===== src/rtl/seq_divider.sv =====
// rtl/seq_divider.sv - multi-cycle radix-2 restoring divider (DIV/DIVU), one quotient bit per clock
module seq_divider #(
    parameter int WIDTH = 32
) (
    input  logic             clk,
    input  logic             reset,
    input  logic             start,
    input  logic             is_signed,
    input  logic [WIDTH-1:0] dividend,
    input  logic [WIDTH-1:0] divisor,
    output logic             busy,
    output logic             done,
    output logic [WIDTH-1:0] lo,
    output logic [WIDTH-1:0] hi,
    output logic             div_by_zero
);

    typedef enum logic [1:0] {IDLE, CALC, FIX} state_t;

    localparam int CW = $clog2(WIDTH + 1);

    state_t           state, state_nxt;
    logic [CW-1:0]    cnt;
    logic [WIDTH-1:0] rem;
    logic [WIDTH-1:0] quo;
    logic [WIDTH-1:0] dvs_mag;
    logic [WIDTH-1:0] dvd_raw;
    logic             neg_q, neg_r, dvs_zero;
    logic [WIDTH:0]   shifted, trial;

    logic accept;
    assign accept = (state == IDLE) && start;

    // One extra bit so the borrow of the trial subtract is visible in trial[WIDTH]
    assign shifted = {rem, quo[WIDTH-1]};
    assign trial   = shifted - {1'b0, dvs_mag};

    always_ff @(posedge clk or posedge reset) begin
        if (reset) state <= IDLE;
        else       state <= state_nxt;
    end

    always_comb begin
        state_nxt = state;
        case (state)
            IDLE:    if (start) state_nxt = CALC;
            CALC:    if (cnt == CW'(1)) state_nxt = FIX;
            FIX:     state_nxt = IDLE;
            default: state_nxt = IDLE;
        endcase
    end

    always_comb begin
        busy = (state != IDLE);
    end

    always_ff @(posedge clk or posedge reset) begin
        if (reset) begin
            cnt      <= '0;
            rem      <= '0;
            quo      <= '0;
            dvs_mag  <= '0;
            dvd_raw  <= '0;
            neg_q    <= 1'b0;
            neg_r    <= 1'b0;
            dvs_zero <= 1'b0;
        end else if (accept) begin
            // Magnitudes are plain unsigned, so |MIN| = 2^(WIDTH-1) needs no extra bit
            cnt      <= CW'(WIDTH);
            rem      <= '0;
            quo      <= (is_signed && dividend[WIDTH-1]) ? -dividend : dividend;
            dvs_mag  <= (is_signed && divisor[WIDTH-1])  ? -divisor  : divisor;
            dvd_raw  <= dividend;
            neg_q    <= is_signed && (dividend[WIDTH-1] ^ divisor[WIDTH-1]);
            neg_r    <= is_signed && dividend[WIDTH-1];
            dvs_zero <= (divisor == '0);
        end else if (state == CALC) begin
            cnt <= cnt - CW'(1);
            rem <= trial[WIDTH] ? shifted[WIDTH-1:0] : trial[WIDTH-1:0];
            quo <= {quo[WIDTH-2:0], ~trial[WIDTH]};
        end
    end

    always_ff @(posedge clk or posedge reset) begin
        if (reset) begin
            done        <= 1'b0;
            lo          <= '0;
            hi          <= '0;
            div_by_zero <= 1'b0;
        end else begin
            done <= (state == FIX);
            if (state == FIX) begin
                div_by_zero <= dvs_zero;
                if (dvs_zero) begin
                    lo <= '1;
                    hi <= dvd_raw;
                end else begin
                    lo <= neg_q ? -quo : quo;
                    hi <= neg_r ? -rem : rem;
                end
            end
        end
    end

endmodule


===== config.mk =====
export PLATFORM = sky130hd
export DESIGN_NAME = seq_divider
export DESIGN_NICKNAME = d
export VERILOG_FILES = /design/src/rtl/seq_divider.sv
export SDC_FILE = /design/constraint.sdc
export NUM_CORES = 1
export LEC_CHECK = 0
export CAP_MARGIN = 40
export CELL_PAD_IN_SITES_DETAIL_PLACEMENT = 1
export CELL_PAD_IN_SITES_GLOBAL_PLACEMENT = 2
export CORE_UTILIZATION = 35
export CTS_BUF_LIST = sky130_fd_sc_hd__clkbuf_8
export DETAILED_ROUTE_END_ITERATION = 10
export PLACE_DENSITY_LB_ADDON = 0.3
export SETUP_SLACK_MARGIN = 0.15
export SLEW_MARGIN = 10
export SYNTH_ARGS = -nofsm -noshare
export SYNTH_HDL_FRONTEND = slang
export SYNTH_SLANG_ARGS = --single-unit

===== constraint.sdc =====
create_clock -name clk -period 7.2 [get_ports clk]
set_input_delay 0.72 -clock clk [delete_from_list [all_inputs] [get_ports clk]]
set_output_delay 0.72 -clock clk [all_outputs]
set_load 0.05 [all_outputs]

==> out/results.ini, run 1 <==
[critical_path]
worstPathMaxFanout = 44
critPathCaptureType = flip-flop
arrival_ns = 4.31
crit_required_ns = 7.63
cp-start-kind = flip-flop
cp_slowest_cell = buf_4
cp_cell_sequence = inv_1 > ha_1 > fa_1 > nand2b_1 > a21o_1 > a211oi_1 > o21ai_0 > o21a_1 > o211ai_1 > buf_4 > buf_4 > nor2_1 > a21oi_1 > o21ai_0
criticalPathCategory = reg2reg
cpPeakStageDelay_ns = 0.47

[grt]
gr-total-overflow = 0
first_global_vias = 11900
grt_use_total = 0.226
grt_pass1_wl_um = 65500
antenna_found_initial = 0
grt_max_degree = 115

[yosys]
ys_dominant_reg_cell = dfrtp_1
synth_top_family_by_area = simple AND/OR/NAND/NOR gates
yosysTopAreaCellShare = 0.406
yosysWarnings = 0
netlist_instances = 1551
yosys.area.top_type = dfrtp_1
synth_compound_area_frac = 0.192
synthAdderAreaFrac = 0.0393
synthSimpleGateAreaFrac = 0.202
seq_area_frac_synth = 0.406
ys_top_cells_by_area = dfrtp_1 41%, nand2_1 8.7%, o21ai_0 6.1%, xor2_1 5.6%, a21oi_1 5.3%
avgSynthCellArea_um2 = 8.14
ys_types = 59
syn_nets = 1658
async_flop_share = 1.00
synthXorXnorAreaFrac = 0.0999
ys_ff_latch = 205
synthMuxAreaShare = 0.0198
synth_area_um2 = 12600
synth_enable_flop_cells = 0

[cts]
h-tree-depth = 2
cts_tree = done
clock_sinks = 205
cts_buffers = 41
cts_setup_buffers = 0
ctsHoldBuffers = 0
clk_latency_ns = 0.58
cts_resized = 0
clockBufferDepth = 3
clockRootBuffer = clkbuf_8
cts.clk_slew.worst_paths_ns = 0.06

[drt]
drtAntennaViolNets = 0
drtPass1Iterations = 5
drt_iter0_drc = 516
vias = 11400
wire_per_inst_um = 18.9
viasPerCell = 5.29
drc = 0
routed_wl_um = 40700

[cells_and_area]
drive_above_1_share = 0.0615
fin_nets = 1771
antenna_cells = 0
syn_to_final_growth_pct = 20.8

[timing]
max_freq_mhz = 258
period_needed_ns = 3.87
finClkSkew_ns = 0.0294
slew_headroom = 0.448
setup_violations = 0
final.setup.tns_ns = 0
min_period_over_period = 0.538
worst_pin_slew_ns = 0.827
rsz0062_at_grt = no
hold_viol = 0
maxSlewViolCount = 0

[power]
intPower_w = 0.00402
seqPwrFrac = 0.278
p_comb_frac = 0.572
swShare = 0.489
power_switching_w = 0.00385
p_total_w = 0.00787
p_clk_frac = 0.150
power_density_nw_per_um2 = 516
peakVddDrop_v = 0.000235
p_leak_nw = 6.70

[floorplanning]
coreArea_um2 = 35600
die_w_um = 192
start_util = 0.355
dieArea_um2 = 36800
fp.dieH_um = 192
rows = 69
io_pins = 135

[place]
place_congestion = 0.862
port-buffer-count = 134
dp_hpwl_um = 29700

[flow_run]
drv_cap = 0

[status]
outcome = finished clean

[worst_hold_path]
hp-class = reg2reg

state kept, by name, summed over array words and instances, names as in the netlist:
register	flops
dvs_mag	32
done	1
neg_q	1
div_by_zero	1
quo	32
lo	32
neg_r	1
cnt	6
dvs_zero	1
rem	32
state	2
hi	32
dvd_raw	32
layout by cell type, fill, tap and decap left out, drive strengths merged, types with 16 or more instances in the layout:
cell and count:
a21o 16, a21oi 134, a31oi 29, buf 17, clkbuf 47, clkdlybuf4s50 134, dfrtp 205, ha 38
inv 65, mux2i 25, nand2 291, nand3 27, nor2 154, nor3 20, o21ai 156, o31ai 19
o41ai 16, or3 19, xnor2 64, xor2 80
cells by family (layout without fill, tap and decap cells):
kind of cell	Yosys count	after routing
compound gates	415	415
buf+inv	136	275
xor+xnor	144	144
flops	205	205
simple gates	587	587
mux	25	25
fa+ha+maj	39	39
worst paths after layout:
kind | cells past startpoint | to | from | slack, ns
worst max-delay path | 14 | rem[5] | quo[31] | 3.33
worst min-delay path | 2 | dvd_raw[27] | dvd_raw[27] | 0.48
worst max register to register | 14 | rem[5] | quo[31] | 3.33
worst min register to register | 2 | dvd_raw[27] | dvd_raw[27] | 0.48
max in group asynchronous | 4 | dvs_zero | reset | 5.24
min in group asynchronous | 2 | hi[7] | reset | 0.54
worst max-delay path, delay by kind of cell, from the launching register on:
family,cells,cell delay (ns)
AO/OA/AOI/OAI,7,1.59
buffers and inverters,3,0.79
adder cells (fa/ha/maj),2,0.64
flip-flops,1,0.38
AND/OR/NAND/NOR,2,0.29
synth_stat cells, types with 2 or more instances:
library cell / instances
a21boi_0: 2
o31ai_1: 19
dfrtp_1: 205
and3_1: 9
a211o_1: 3
nor4_1: 12
or4_4: 3
nor2b_1: 8
nand4_1: 5
a21o_1: 16
buf_1: 10
or4_1: 9
o22ai_1: 2
o41ai_1: 15
o21a_1: 5
nor3_1: 20
a32oi_1: 5
or3_1: 16
nand3b_1: 2
or2_2: 4
mux2i_1: 25
xnor2_1: 64
inv_1: 54
o211ai_1: 6
xor2_1: 80
and2_1: 7
clkbuf_1: 70
a41oi_1: 2
o31a_1: 2
o21ai_2: 2
nand3_1: 27
a31oi_1: 29
a31o_2: 3
nor2_1: 154
or3_4: 2
o21ai_0: 153
a21oi_1: 133
ha_1: 38
o2111ai_1: 2
nand2b_1: 14
nand2_1: 291
a211oi_1: 5
a22oi_1: 2
layout make-up:
class	instances	area [µm²]
Multi-Input combinational cell	1210	7010
Inverter	55	214
Clock buffer	47	647
Fill cell	4281	20300
Sequential cell	205	5130
Tap cell	461	577
Timing Repair Buffer	151	1530
Clock inverter	22	134
metal layers:
metal | up-vias | track usage | wire length [µm]
li1 | 5566 | - | -
met1 | 5549 | 0.318 | 19800
met2 | 199 | 0.364 | 18600
met3 | 60 | 0.0276 | 1440
met4 | 0 | 0.0626 | 855
met5 | - | 0 | 0
metrics by stage:
step	util	setup slack, ns	cell area, µm²	hold WS, ns	cells
6_report	0.429	3.33	15200	0.475	2151
5_1_grt	0.429	3.06	15200	0.496	2151
4_1_cts	0.428	3.38	15200	0.477	2150
3_5_place_dp	0.406	3.42	14400	0.463	2081
3_3_place_gp	0.404	3.09	14400	0.459	2077
2_1_floorplan	-	0.884	12600	0.445	1551
power groups by stage:
stage / combinational, W / clock, W / sequential (W)
final: 0.00450 / 0.00118 / 0.00219
after global routing: 0.00505 / 0.00126 / 0.00226
after CTS: 0.00455 / 0.00122 / 0.00219
after detailed placement: 0.00453 / 0 / 0.00220
after global placement: 0.00440 / 0 / 0.00218
after floorplan: 0.00297 / 0 / 0.00238
Note: power is estimated with default switching activity, not from simulation.
==> run 2, diff against run 1 <==
==> constraint.sdc (replaced) <==
create_clock -name clk -period 4 [get_ports clk]
set_input_delay 0.4 -clock clk [delete_from_list [all_inputs] [get_ports clk]]
set_output_delay 0.4 -clock clk [all_outputs]
set_load 0.05 [all_outputs]
==> run 2 against run 1 <==
First-iteration DRC count up 6.4%. Via count up 0.84%. Critical path type unchanged. Design area up 0.87%. Combinational power up 83%. Register-to-register slack worse by 2.7 ns. Worst hold slack worse by 0.24 ns. Maximum frequency up 14%. Flip-flop and latch count unchanged. Sequential share of layout area down 0.29 points. Clock power up 79%.
==> out/results.ini, run 2 (synthesis gave the netlist of run 1 again) <==
[power]
p_total_w = 0.0142  ; +81%
power_density_nw_per_um2 = 926  ; +79%
power_switching_w = 0.00690  ; +79%
seqPwrFrac = 0.274  ; -0.004
p_leak_nw = 6.78  ; +1.1%
swShare = 0.485  ; -0.00466
p_clk_frac = 0.148  ; -0.002
intPower_w = 0.00733  ; +82%
p_comb_frac = 0.577  ; +0.005
peakVddDrop_v = 0.000450  ; +92%

[cts]
cts.clk_slew.worst_paths_ns = 0.07  ; about the same
clk_latency_ns = 0.57  ; about the same
clockRootBuffer = clkbuf_8
clock_sinks = 205  ; unchanged
cts_resized = 0  ; unchanged
ctsHoldBuffers = 0  ; unchanged
cts_setup_buffers = 0  ; unchanged
clockBufferDepth = 3  ; unchanged
cts_buffers = 40  ; -2.4%
cts_tree = done
h-tree-depth = 2  ; unchanged

[critical_path]
cp-start-kind = flip-flop
r2r_cells = 8  ; -6
worstPathMaxFanout = 5  ; -89%
cp_num_cells = 8  ; -6
cpPeakStageDelay_ns = 0.56  ; +0.09 ns
crit_required_ns = 4.42  ; -3.21 ns
critPathCaptureType = flip-flop
cp_cell_sequence = or4_4 > or3_2 > or3_1 > o41a_1 > a21oi_2 > nand2_1 > xnor2_1 > a21oi_1
cp_slowest_cell = or4_4
criticalPathCategory = reg2reg
arrival_ns = 3.80  ; -0.51 ns
critPathTopFamily = simple AND/OR/NAND/NOR gates
crit_buf_inv = 0  ; -3

[cells_and_area]
syn_to_final_growth_pct = 21.8
layout.cells.most_common = nand2_1
instances_no_fill = 2165  ; +0.65%
mostFrequentLayoutCells = 290 x nand2_1, 204 x dfrtp_1, 153 x o21ai_0, 152 x nor2_1, 134 x clkdlybuf4s50_1
drive_above_1_share = 0.0675  ; +0.00599
fin_nets = 1781  ; +0.56%

[status]
outcome = finished clean

[drt]
drc = 0  ; unchanged
vias = 11500  ; +0.84%
viasPerCell = 5.30  ; +0.18%
drt_iter0_drc = 549  ; +6.4%
wire_per_inst_um = 18.5  ; -2.0%
routed_wl_um = 40200  ; -1.4%
drtPass1Iterations = 5  ; unchanged
drtAntennaViolNets = 0  ; unchanged

[timing]
max_freq_mhz = 296  ; +14%
worst_pin_slew_ns = 0.669  ; -0.158 ns
fin_ws_ns = 0.619  ; -2.71 ns
hold_viol = 0  ; unchanged
setup_violations = 0  ; unchanged
final.setup.tns_ns = 0  ; unchanged
slew_headroom = 0.548  ; +0.0996
finClkSkew_ns = 0.0222  ; -0.00721 ns
rsz0062_at_grt = no
maxSlewViolCount = 0  ; unchanged
min_period_over_period = 0.845  ; +0.308
period_needed_ns = 3.38  ; -0.490 ns

[floorplanning]
fp.dieH_um = 192  ; unchanged
dieArea_um2 = 36800  ; unchanged
die_w_um = 192  ; unchanged
io_pins = 135  ; unchanged
start_util = 0.355  ; unchanged
coreArea_um2 = 35600  ; unchanged
rows = 69  ; unchanged

[grt]
antenna_found_initial = 0  ; unchanged
grt_pass1_wl_um = 64800  ; -0.98%
first_global_vias = 11900  ; -0.30%
grt_use_total = 0.225  ; -0.00173
gr-total-overflow = 0  ; unchanged
grt_max_degree = 79  ; -31%

[place]
dp_hpwl_um = 30000  ; +1.2%
port-buffer-count = 134  ; unchanged
dp_slack_ns = 0.614  ; -2.80 ns
place_congestion = 0.829  ; -3.9%
place_inst = 2093  ; +0.58%

[worst_hold_path]
hp-class = in2async

[flow_run]
drv_cap = 0  ; unchanged

==> run 2: cell types whose count changed in the layout (fill, tap and decap cells not counted), sizes merged <==
cell	previous run	this run
buf	17	28
clkbuf	47	48
clkinv	9	8
clkinvlp	2	3
diode	0	1
inv	65	66
==> run 2: final timing paths <==
| check | slack, ns | endpoint | start |
|---|---|---|---|
| setup / recovery | 0.62 | lo[31] | quo[6] |
| min in group clk | 0.47 | lo[0] | lo[0] |
| hold / removal | 0.24 | hi[11] | reset |
| setup reg to reg | 0.62 | lo[31] | quo[6] |
| max in group asynchronous | 2.91 | dvs_zero | reset |
| hold reg to reg | 0.47 | lo[0] | lo[0] |
==> run 2: metal layers <==
layer,part of all wire,track usage,vias to the layer above,routed length [µm]
met5,0,0,-,0
met4,0.020,0.0617,0,811
met3,0.035,0.0309,61,1400
met2,0.46,0.366,192,18700
met1,0.48,0.309,5619,19300
li1,-,-,5597,-
==> run 2: worst reg2reg max path: cells and delay by family (launching register included) <==
family          cells  cell delay [ns]
simple gates        4             1.67
compound gates      3             0.80
flops               1             0.42
xor+xnor            1             0.34
==> run 2: cell type report <==
class / count / area [µm²]
fill: 4275 / 20200
multi-input combinational: 1210 / 7000
sequential: 205 / 5130
timing repair buffer: 162 / 1660
clock buffer: 48 / 661
tap: 461 / 577
inverter: 55 / 210
clock inverter: 23 / 134
antenna: 1 / 2.50
==> run 2: stage by stage <==
step	area [µm²]	hold slack, ns	util
2_1_floorplan	12600	0.445	-
3_3_place_gp	14500	0.456	0.408
3_5_place_dp	14600	0.464	0.410
4_1_cts	15400	0.227	0.432
5_1_grt	15400	0.250	0.432
6_report	15400	0.239	0.432
==> run 2: power groups by stage <==
| stage | combinational, W | clock (W) | sequential (W) |
|---|---|---|---|
| 2_1_floorplan | 0.00534 | 0 | 0.00429 |
| 3_3_place_gp | 0.00804 | 0 | 0.00390 |
| 3_5_place_dp | 0.00826 | 0 | 0.00394 |
| 4_1_cts | 0.00830 | 0.00219 | 0.00391 |
| 5_1_grt | 0.00918 | 0.00228 | 0.00404 |
| 6_report | 0.00822 | 0.00211 | 0.00390 |
